$ cat src/rtl/store_unit.sv
// Memory-stage store path: lane alignment, byte enables and a req/ready handshake to the dcache.
// Optional STORE_MISALIGN_TRAP_EN drops misaligned SH/SW and pulses the misalign output.
module store_unit #(
    parameter int PERF_W = 16
) (
    input  logic              clk,
    input  logic              reset_n,
    input  logic              stall,
    input  logic              st_valid,
    input  logic [31:0]       addr,
    input  logic [31:0]       rs2_data,
    input  logic [2:0]        funct3,
    input  logic              dcache_ready,
    output logic              dcache_req,
    output logic [31:0]       dcache_addr,
    output logic [31:0]       dcache_din,
    output logic [3:0]        dcache_we,
    output logic              store_pause,
    output logic [PERF_W-1:0] perf_store_wait
`ifdef STORE_MISALIGN_TRAP_EN
    ,
    output logic              misalign
`endif
);

    typedef enum logic [1:0] {
        IDLE,
        ISSUE,
        DONE
    } state_t;

    state_t      state_q, state_d;
    logic        is_store;
    logic        bad_align;
    logic        store_go;
    logic [3:0]  lane_we;
    logic [31:0] lane_din;
    logic [3:0]  we_q;

    // NOTE: every signal assigned in always_comb gets a default first, so no path infers a latch.
    always_comb begin
        is_store = 1'b1;
        lane_we  = 4'b0000;
        lane_din = rs2_data;
        case (funct3)
            3'b000: begin
                lane_we  = 4'b0001 << addr[1:0];
                lane_din = {4{rs2_data[7:0]}};
            end
            3'b001: begin
                lane_we  = 4'b0011 << {addr[1], 1'b0};
                lane_din = {2{rs2_data[15:0]}};
            end
            3'b010: begin
                lane_we  = 4'b1111;
                lane_din = rs2_data;
            end
            default: is_store = 1'b0;
        endcase
    end

`ifdef STORE_MISALIGN_TRAP_EN
    assign bad_align = ((funct3 == 3'b001) && addr[0]) ||
                       ((funct3 == 3'b010) && (addr[1:0] != 2'b00));
`else
    assign bad_align = 1'b0;
`endif

    assign store_go = st_valid && is_store && !bad_align;

    // NOTE: sequential state uses non-blocking assignments so all registers update together.
    always_ff @(posedge clk or negedge reset_n) begin
        if (!reset_n) state_q <= IDLE;
        else          state_q <= state_d;
    end

    // stall only matters in DONE: it keeps a held instruction from issuing a second write
    always_comb begin
        state_d = state_q;
        case (state_q)
            IDLE:    if (store_go) state_d = ISSUE;
            ISSUE:   if (dcache_ready) state_d = DONE;
            DONE:    if (!stall) state_d = IDLE;
            default: state_d = IDLE;
        endcase
    end

    always_comb begin
        dcache_req  = 1'b0;
        dcache_we   = 4'b0000;
        store_pause = 1'b0;
        case (state_q)
            IDLE:    store_pause = store_go;
            ISSUE: begin
                dcache_req  = 1'b1;
                dcache_we   = we_q;
                store_pause = 1'b1;
            end
            default: ;
        endcase
    end

    // NOTE: the request registers are cleared on reset so the dcache never sees stale data.
    always_ff @(posedge clk or negedge reset_n) begin
        if (!reset_n) begin
            dcache_addr <= 32'h0;
            dcache_din  <= 32'h0;
            we_q        <= 4'b0000;
        end else if ((state_q == IDLE) && store_go) begin
            dcache_addr <= {addr[31:2], 2'b00};
            dcache_din  <= lane_din;
            we_q        <= lane_we;
        end
    end

    always_ff @(posedge clk or negedge reset_n) begin
        if (!reset_n) begin
            perf_store_wait <= '0;
        end else if ((state_q == ISSUE) && !dcache_ready && (perf_store_wait != '1)) begin
            perf_store_wait <= perf_store_wait + 1'b1;
        end
    end

`ifdef STORE_MISALIGN_TRAP_EN
    always_ff @(posedge clk or negedge reset_n) begin
        if (!reset_n) misalign <= 1'b0;
        else          misalign <= (state_q == IDLE) && st_valid && is_store && bad_align;
    end
`endif

endmodule

$ cat config.mk
export PLATFORM = sky130hd
export DESIGN_NAME = store_unit
export DESIGN_NICKNAME = d
export VERILOG_FILES = /design/src/rtl/store_unit.sv
export SDC_FILE = /design/constraint.sdc
export NUM_CORES = 1
export LEC_CHECK = 0
export CAP_MARGIN = 20
export CELL_PAD_IN_SITES_DETAIL_PLACEMENT = 0
export CELL_PAD_IN_SITES_GLOBAL_PLACEMENT = 1
export CORE_MARGIN = 3
export CORE_UTILIZATION = 36
export CTS_BUF_LIST = sky130_fd_sc_hd__clkbuf_8
export DETAILED_ROUTE_END_ITERATION = 12
export PLACE_DENSITY_LB_ADDON = 0.2
export SLEW_MARGIN = 20
export SYNTH_ARGS = -nofsm -noshare
export SYNTH_HDL_FRONTEND = slang
export SYNTH_SLANG_ARGS = --single-unit
$ cat constraint.sdc
create_clock -name clk -period 3.95 [get_ports clk]
set_input_delay 0.79 -clock clk [delete_from_list [all_inputs] [get_ports clk]]
set_output_delay 0.79 -clock clk [all_outputs]
set_load 0.03 [all_outputs]
==> results of run 1 <==
[power by group through the flow]
stage          combinational [W]  sequential, W  clock [W]
6_report                 0.00142        0.00125   0.000544
5_1_grt                  0.00151        0.00129   0.000614
4_1_cts                  0.00144        0.00126   0.000570
3_5_place_dp             0.00144        0.00127          0
3_3_place_gp             0.00143        0.00125          0
2_1_floorplan           0.000293        0.00173          0
[layer usage]
| metal | global-route usage | vias up | wire [um] |
|---|---|---|---|
| met1 | 0.201 | 1412 | 3940 |
| met4 | 0.0559 | 0 | 159 |
| met5 | 0 | - | 0 |
| met2 | 0.270 | 88 | 4610 |
| met3 | 0.0842 | 10 | 937 |
| li1 | - | 1456 | - |
[logic make-up after synthesis]
kind of cell | after synthesis
other | 1
AO/OA/AOI/OAI | 55
adder cells (fa/ha/maj) | 1
AND/OR/NAND/NOR | 88
buffers and inverters | 20
flip-flops | 84
XOR/XNOR | 11
multiplexers | 64
[area by class of cell]
class	instances	area, sq um
Fill cell	900	4350
Sequential cell	84	2100
Timing Repair Buffer	160	1600
Multi-Input combinational cell	221	1590
Tap cell	133	166
Clock buffer	10	138
Clock inverter	6	32.5
Inverter	5	18.8
[cells in the mapped netlist, types with 2 or more instances]
| cell type | count | area share |
|---|---|---|
| o21ai_1 | 2 | 0.0026 |
| nand3_1 | 2 | 0.0026 |
| nor4_1 | 2 | 0.0033 |
| nor2b_1 | 2 | 0.0033 |
| dfrtp_1 | 84 | 0.56 |
| buf_1 | 2 | 0.0020 |
| nand2_1 | 45 | 0.045 |
| clkbuf_1 | 4 | 0.0040 |
| o21ai_0 | 34 | 0.045 |
| buf_2 | 7 | 0.0093 |
| a21oi_1 | 8 | 0.011 |
| mux2i_1 | 24 | 0.064 |
| xnor2_1 | 2 | 0.0046 |
| or3_1 | 2 | 0.0033 |
| xor2_1 | 9 | 0.021 |
| nor2_1 | 7 | 0.0070 |
| nand4_1 | 7 | 0.012 |
| nand2b_1 | 2 | 0.0033 |
| inv_1 | 5 | 0.0050 |
| mux2_1 | 2 | 0.0060 |
| and2_1 | 5 | 0.0083 |
| nand3b_1 | 2 | 0.0040 |
| buf_4 | 2 | 0.0040 |
| mux2_2 | 38 | 0.11 |
| a31oi_1 | 6 | 0.0099 |
[worst reg2reg max path, stage by stage (launching register included)]
cell	delay, ns
dfrtp_1	0.43
ha_1	0.23
nand4_1	0.27
nor3_4	0.45
a21oi_2	0.14
mux2_1	0.33
[how the worst min path moves through the flow]
stage	cells past startpoint	startpoint	slack [ns]	endpoint
floorplan	2	we_q[0]	0.44	we_q[0]
global placement	2	we_q[0]	0.46	we_q[0]
detailed placement	2	dcache_din[20]	0.47	dcache_din[20]
CTS	2	dcache_din[20]	0.49	dcache_din[20]
global route	2	dcache_din[25]	0.51	dcache_din[25]
finish	2	we_q[2]	0.48	we_q[2]
[sequential cells by signal, summed over array words and instances (netlist names)]
register	cells
dcache_din	32
dcache_addr	30
perf_store_wait	16
we_q	4
state_q	2
[metrics by stage]
step / instances / util / hold slack (ns) / setup slack (ns) / instance area, sq um
global route: 619 / 0.565 / 0.510 / 0.682 / 5650
detailed placement: 603 / 0.548 / 0.469 / 0.785 / 5480
global placement: 603 / 0.548 / 0.463 / 0.792 / 5480
finish: 619 / 0.565 / 0.481 / 0.797 / 5650
floorplan: 325 / - / 0.442 / 1.74 / 3780
CTS: 619 / 0.565 / 0.489 / 0.782 / 5650
==> results.tsv, run 1 <==
stage	metric	value	unit
status	status	complete, no violations	
worst_setup_path	worstPathRequired	3.16	ns
pwr	sw_frac_of_total	0.384	
worst_setup_path	crit_path_top_delay_cell	clkdlybuf4s50_1	
worst_setup_path	max_stage_delay	0.59	ns
sta	drv_slew	0	
sta	period_minus_slack	3.15	ns
sta	clock.fmax	317	MHz
synth	yosysSeqAreaShare	0.556	
worst_setup_path	reg2reg_from	perf_store_wait[0]	
worst_setup_path	critical_path.top_delay_family	buffers and inverters	
final_layout	syn_to_final_growth	49.4	%
detailed_routing	ant_nets	0	
global_route	grt_pass1_wl	15.2	mm
clock_network	cts_sinks	84	
clock_network	clk_pin_slew	0.08	ns
sta	rsz0062_at_grt	no	
worst_setup_path	end_kind	output port	
synth	ys.flop_type	dfrtp_1	
die	coreArea	0.0100	sq mm
worst_setup_path	critPathLaunch	funct3[1]	
worst_setup_path	path_class	in -> out	
synth	synthesis.area	0.00378	sq mm
die	dieArea	0.0118	sq mm
clock_network	cts_resized	0	
sta	fin_tns_setup	0	ns
final_layout	n_antenna_cell	0	
sta	tightest_slew	0.872	ns
clock_network	holdBufCountCts	0	
synth	synthSimpleGateAreaFrac	0.125	
sta	relSlewSlack	0.416	
pwr	combPwrFrac	0.441	
sta	hold_viol	0	
synth	synth_top_family_by_area	multiplexers	
synth	synthMuxAreaShare	0.183	
synth	async_reset_ff_frac	1.00	
pwr	max-vdd-ir-drop	344	uV
synth	synth_seq_cells	84	
worst_setup_path	critPathCapture	store_pause	
final_layout	layout_common_cells	clkdlybuf4s50_1 (154), dfrtp_1 (84), nand2_1 (45)	
synth	yosys.area_share.xor_xnor	0.0255	
worst_setup_path	ff2ff_setup_slack	1.98	ns
synth	yosysUniqueCellTypes	44	
die	die_h	108	um
worst_setup_path	path_cells	clkdlybuf4s50_1, nand2_1, a31oi_1, nor2_1, clkdlybuf4s50_1	
global_route	grt_overflow_total	0	
pwr	power.internal	0.00198	W
clock_network	numCtsBuffers	9	
synth	synthCells	324	
clock_network	cts_tree	yes	
pwr	power	0.00322	W
synth	synthAdderAreaFrac	0.00331	
sta	setup_violations	0	
sta	finalClockSkew	0.00544	ns
run	cap_viol_max_count	0	
worst_setup_path	cp_common_cell	clkdlybuf4s50_1	
worst_setup_path	r2r.worst_path.cells	5	
worst_setup_path	setup.worst_path.start_class	input pin	
pwr	seq_power_share	0.390	
place	hpwl	7.26	mm
worst_setup_path	path_max_fanout	7	
sta	min_period_over_period	0.798	
pwr	leakagePower	2.44	nW
global_route	grt_max_degree	69	
die	initial_core_util	0.378	
synth	synth_warnings	0	
detailed_routing	wirelength	9.65	mm
detailed_routing	routedWlPerCell	15.6	um
pwr	power_density	569	mW/mm^2
global_route	grt_pass1_vias	2994	
final_layout	drive_gt1_frac	0.142	
worst_setup_path	r2r-end	perf_store_wait[1]	
clock_network	insertion_delay	0.34	ns
place	place.gp.congestion	0.798	
synth	synth_compound_area_frac	0.0827	
worst_hold_path	min_path_type	reg -> reg	
die	die_w	108	um
pwr	p_switching	0.00123	W
place	portBuffers	155	
die	num_rows	36	
detailed_routing	remaining_drc_errors	0	
global_route	grt_usage	0.170	
worst_setup_path	worst-path-buf-inv	2	
clock_network	cts-htree-levels	3	
worst_setup_path	worstPathArrival	2.36	ns
pwr	clkPwrFrac	0.169	
global_route	antenna_found_initial	0	
synth	syn_area_per_cell	11.7	sq um
final_layout	layout_commonest_cell	clkdlybuf4s50_1	
detailed_routing	via_per_inst	4.79	
clock_network	root_buffer	clkbuf_8	
die	ios	158	
detailed_routing	first_pass_iters	4	
clock_network	clockBufferDepth	2	
worst_setup_path	cp.depth	5	
final_layout	fin_nets	554	
detailed_routing	vias	2966	
clock_network	cts_setup_buffers	0	
synth	synth_edf_count	0	
detailed_routing	drtIter0Drc	96	
Power figures use the tool's default switching activity.
==> run 2: changes to the inputs <==
--- a/config.mk
+++ b/config.mk
@@ -9,7 +9,7 @@
 export CELL_PAD_IN_SITES_DETAIL_PLACEMENT = 0
 export CELL_PAD_IN_SITES_GLOBAL_PLACEMENT = 1
 export CORE_MARGIN = 3
-export CORE_UTILIZATION = 36
+export CORE_UTILIZATION = 30
 export CTS_BUF_LIST = sky130_fd_sc_hd__clkbuf_8
 export DETAILED_ROUTE_END_ITERATION = 12
 export PLACE_DENSITY_LB_ADDON = 0.2
==> constraint.sdc (replaced) <==
create_clock -name clk -period 2.65 [get_ports clk]
set_input_delay 0.53 -clock clk [delete_from_list [all_inputs] [get_ports clk]]
set_output_delay 0.53 -clock clk [all_outputs]
set_load 0.03 [all_outputs]
==> run 2 against run 1 <==
Effect of this change: non-clock buffer count up 5; core utilization fell by 8.6 points; sequential power is 50% higher; critical endpoint unchanged; largest power group unchanged.
==> results.tsv, run 2 (synthesis results as in run 1) <==
stage	metric	value	unit
status	status	complete, no violations	
detailed_routing	routedWlPerCell	15.4	um
place	hpwl	7.66	mm
global_route	grt_overflow_total	0	
final_layout	n_fill_cell	1185	
sta	fin_tns_setup	0	ns
sta	rsz0062_at_grt	no	
clock_network	cts-htree-levels	3	
clock_network	clk_pin_slew	0.07	ns
clock_network	holdBufCountCts	0	
global_route	grt_pass1_wl	16.3	mm
pwr	sw_frac_of_total	0.362	
worst_setup_path	critical_path.top_delay_family	buffers and inverters	
worst_setup_path	end_kind	output port	
final_layout	largest_reg_flops	32	
detailed_routing	ant_nets	0	
worst_setup_path	setup.worst_path.start_class	input pin	
final_layout	syn_to_final_growth	54.1	%
clock_network	cts_sinks	84	
final_layout	stdcell_count	657	
place	portBuffers	155	
worst_setup_path	max_stage_delay	0.61	ns
detailed_routing	first_pass_iters	4	
sta	clock.fmax	396	MHz
sta	tightest_slew	0.700	ns
global_route	grt_usage	0.147	
final_layout	fin_nets	559	
sta	period_minus_slack	2.53	ns
sta	min_period_over_period	0.953	
pwr	combPwrFrac	0.417	
worst_setup_path	worstPathRequired	2.12	ns
clock_network	clockBufferDepth	2	
detailed_routing	remaining_drc_errors	0	
clock_network	cts_tree	yes	
die	dieArea	0.0140	sq mm
clock_network	insertion_delay	0.35	ns
sta	setup_violations	0	
worst_hold_path	min_path_type	in -> async	
sta	hold_ws	0.215	ns
die	die_w	118	um
sta	hold_viol	0	
detailed_routing	drtIter0Drc	86	
worst_setup_path	worst-path-buf-inv	2	
die	ios	158	
pwr	power_density	875	mW/mm^2
global_route	grt_pass1_vias	3177	
detailed_routing	via_per_inst	4.56	
clock_network	numCtsBuffers	9	
clock_network	root_buffer	clkbuf_8	
final_layout	n_antenna_cell	0	
worst_setup_path	reg2reg_from	perf_store_wait[0]	
pwr	power.internal	0.00325	W
run	cap_viol_max_count	0	
final_layout	drive_gt1_frac	0.153	
pwr	clkPwrFrac	0.214	
final_layout	reg.largest.list	dcache_din (32), dcache_addr (30), perf_store_wait (16)	
worst_setup_path	critPathLaunch	funct3[0]	
worst_setup_path	path_max_fanout	2	
detailed_routing	vias	2999	
worst_setup_path	worstPathArrival	2.00	ns
pwr	max-vdd-ir-drop	539	uV
worst_setup_path	path_cells	clkdlybuf4s50_1, nand2_1, a31oi_1, nor2_1, clkdlybuf4s50_1	
die	initial_core_util	0.311	
worst_setup_path	cp_common_cell	clkdlybuf4s50_1	
global_route	grt_max_degree	57	
pwr	leakagePower	2.50	nW
place	dpl.cell_count	643	
worst_setup_path	path_class	in -> out	
pwr	p_switching	0.00184	W
final_layout	max_flop_register	dcache_din	
final_layout	layout_common_cells	clkdlybuf4s50_1 (154), dfrtp_1 (84), nand2_1 (45)	
sta	finalClockSkew	0.0114	ns
global_route	antenna_found_initial	0	
detailed_routing	wirelength	10.1	mm
die	die_h	118	um
die	coreArea	0.0122	sq mm
final_layout	layout_commonest_cell	clkdlybuf4s50_1	
place	place.gp.congestion	0.720	
sta	drv_slew	0	
pwr	seq_power_share	0.368	
sta	relSlewSlack	0.533	
die	num_rows	40	
worst_setup_path	crit_path_top_delay_cell	clkdlybuf4s50_1	
[run 2: cell types whose count changed in the layout (fill, tap and decap cells not counted)]
cell and delta:
buf_4 +3, bufinv_16 +3, buf_12 +2, clkinv_2 -2, clkinvlp_4 -2, inv_1 -2
clkinv_4 +1, nor2b_1 -1, nor2b_2 +1
[run 2: metal layers]
metal	up-vias	track usage	wire [um]
met1	1448	0.162	4040
met2	95	0.253	5030
li1	1451	-	-
met4	0	0.0308	78
met3	5	0.0746	985
met5	-	0	0
[run 2: area by class of cell]
type | instances | area, sq um | area share
Inverter | 5 | 18.8 | 0.00322
Multi-Input combinational cell | 221 | 1600 | 0.274
Clock buffer | 10 | 138 | 0.0236
Sequential cell | 84 | 2100 | 0.361
Clock inverter | 4 | 98.8 | 0.0170
Timing Repair Buffer | 165 | 1660 | 0.285
Tap cell | 168 | 210 | 0.0361
[run 2: path summary, 6_finish.rpt]
| kind | cells past startpoint | slack, ns | endpoint |
|---|---|---|---|
| worst max-delay path | 5 | 0.12 | store_pause |
| max in group asynchronous | 2 | 1.80 | we_q[1] |
| worst min register to register | 2 | 0.47 | we_q[1] |
| min in group clk | 2 | 0.47 | we_q[1] |
| worst max register to register | 5 | 0.62 | perf_store_wait[1] |
| worst min-delay path | 1 | 0.22 | perf_store_wait[1] |
[run 2: metrics by stage]
step / util / power (W) / setup WS [ns] / area, sq um
floorplan: - / 0.00301 / 0.659 / 3780
global placement: 0.459 / 0.00402 / 0.109 / 5590
detailed placement: 0.459 / 0.00406 / 0.106 / 5590
CTS: 0.479 / 0.00518 / 0.0276 / 5820
global route: 0.479 / 0.00539 / 0.0391 / 5830
finish: 0.479 / 0.00509 / 0.124 / 5830
[run 2: power by group through the flow]
stage | registers [W] | logic, W | clock network [W]
3_5_place_dp | 0.00190 | 0.00216 | 0
4_1_cts | 0.00188 | 0.00216 | 0.00114
5_1_grt | 0.00193 | 0.00226 | 0.00119
3_3_place_gp | 0.00188 | 0.00214 | 0
2_1_floorplan | 0.00257 | 0.000437 | 0
6_report | 0.00188 | 0.00213 | 0.00109
[run 2: what timing repair did]
| item | CTS | global route |
|---|---|---|
| buffers inserted | 0 | 0 |
| endpoints found under the setup margin | 0 | 4 |
| gates resized for setup | 0 | 1 |
==> run 3: changes to the inputs <==
--- a/config.mk
+++ b/config.mk
@@ -12,6 +12,7 @@
 export CORE_UTILIZATION = 30
 export CTS_BUF_LIST = sky130_fd_sc_hd__clkbuf_8
 export DETAILED_ROUTE_END_ITERATION = 12
+export GPL_ROUTABILITY_DRIVEN = 1
 export PLACE_DENSITY_LB_ADDON = 0.2
 export SLEW_MARGIN = 20
 export SYNTH_ARGS = -nofsm -noshare
==> results of run 3 <==
No change in the layout: final DEF, timing and power equal those of run 2.
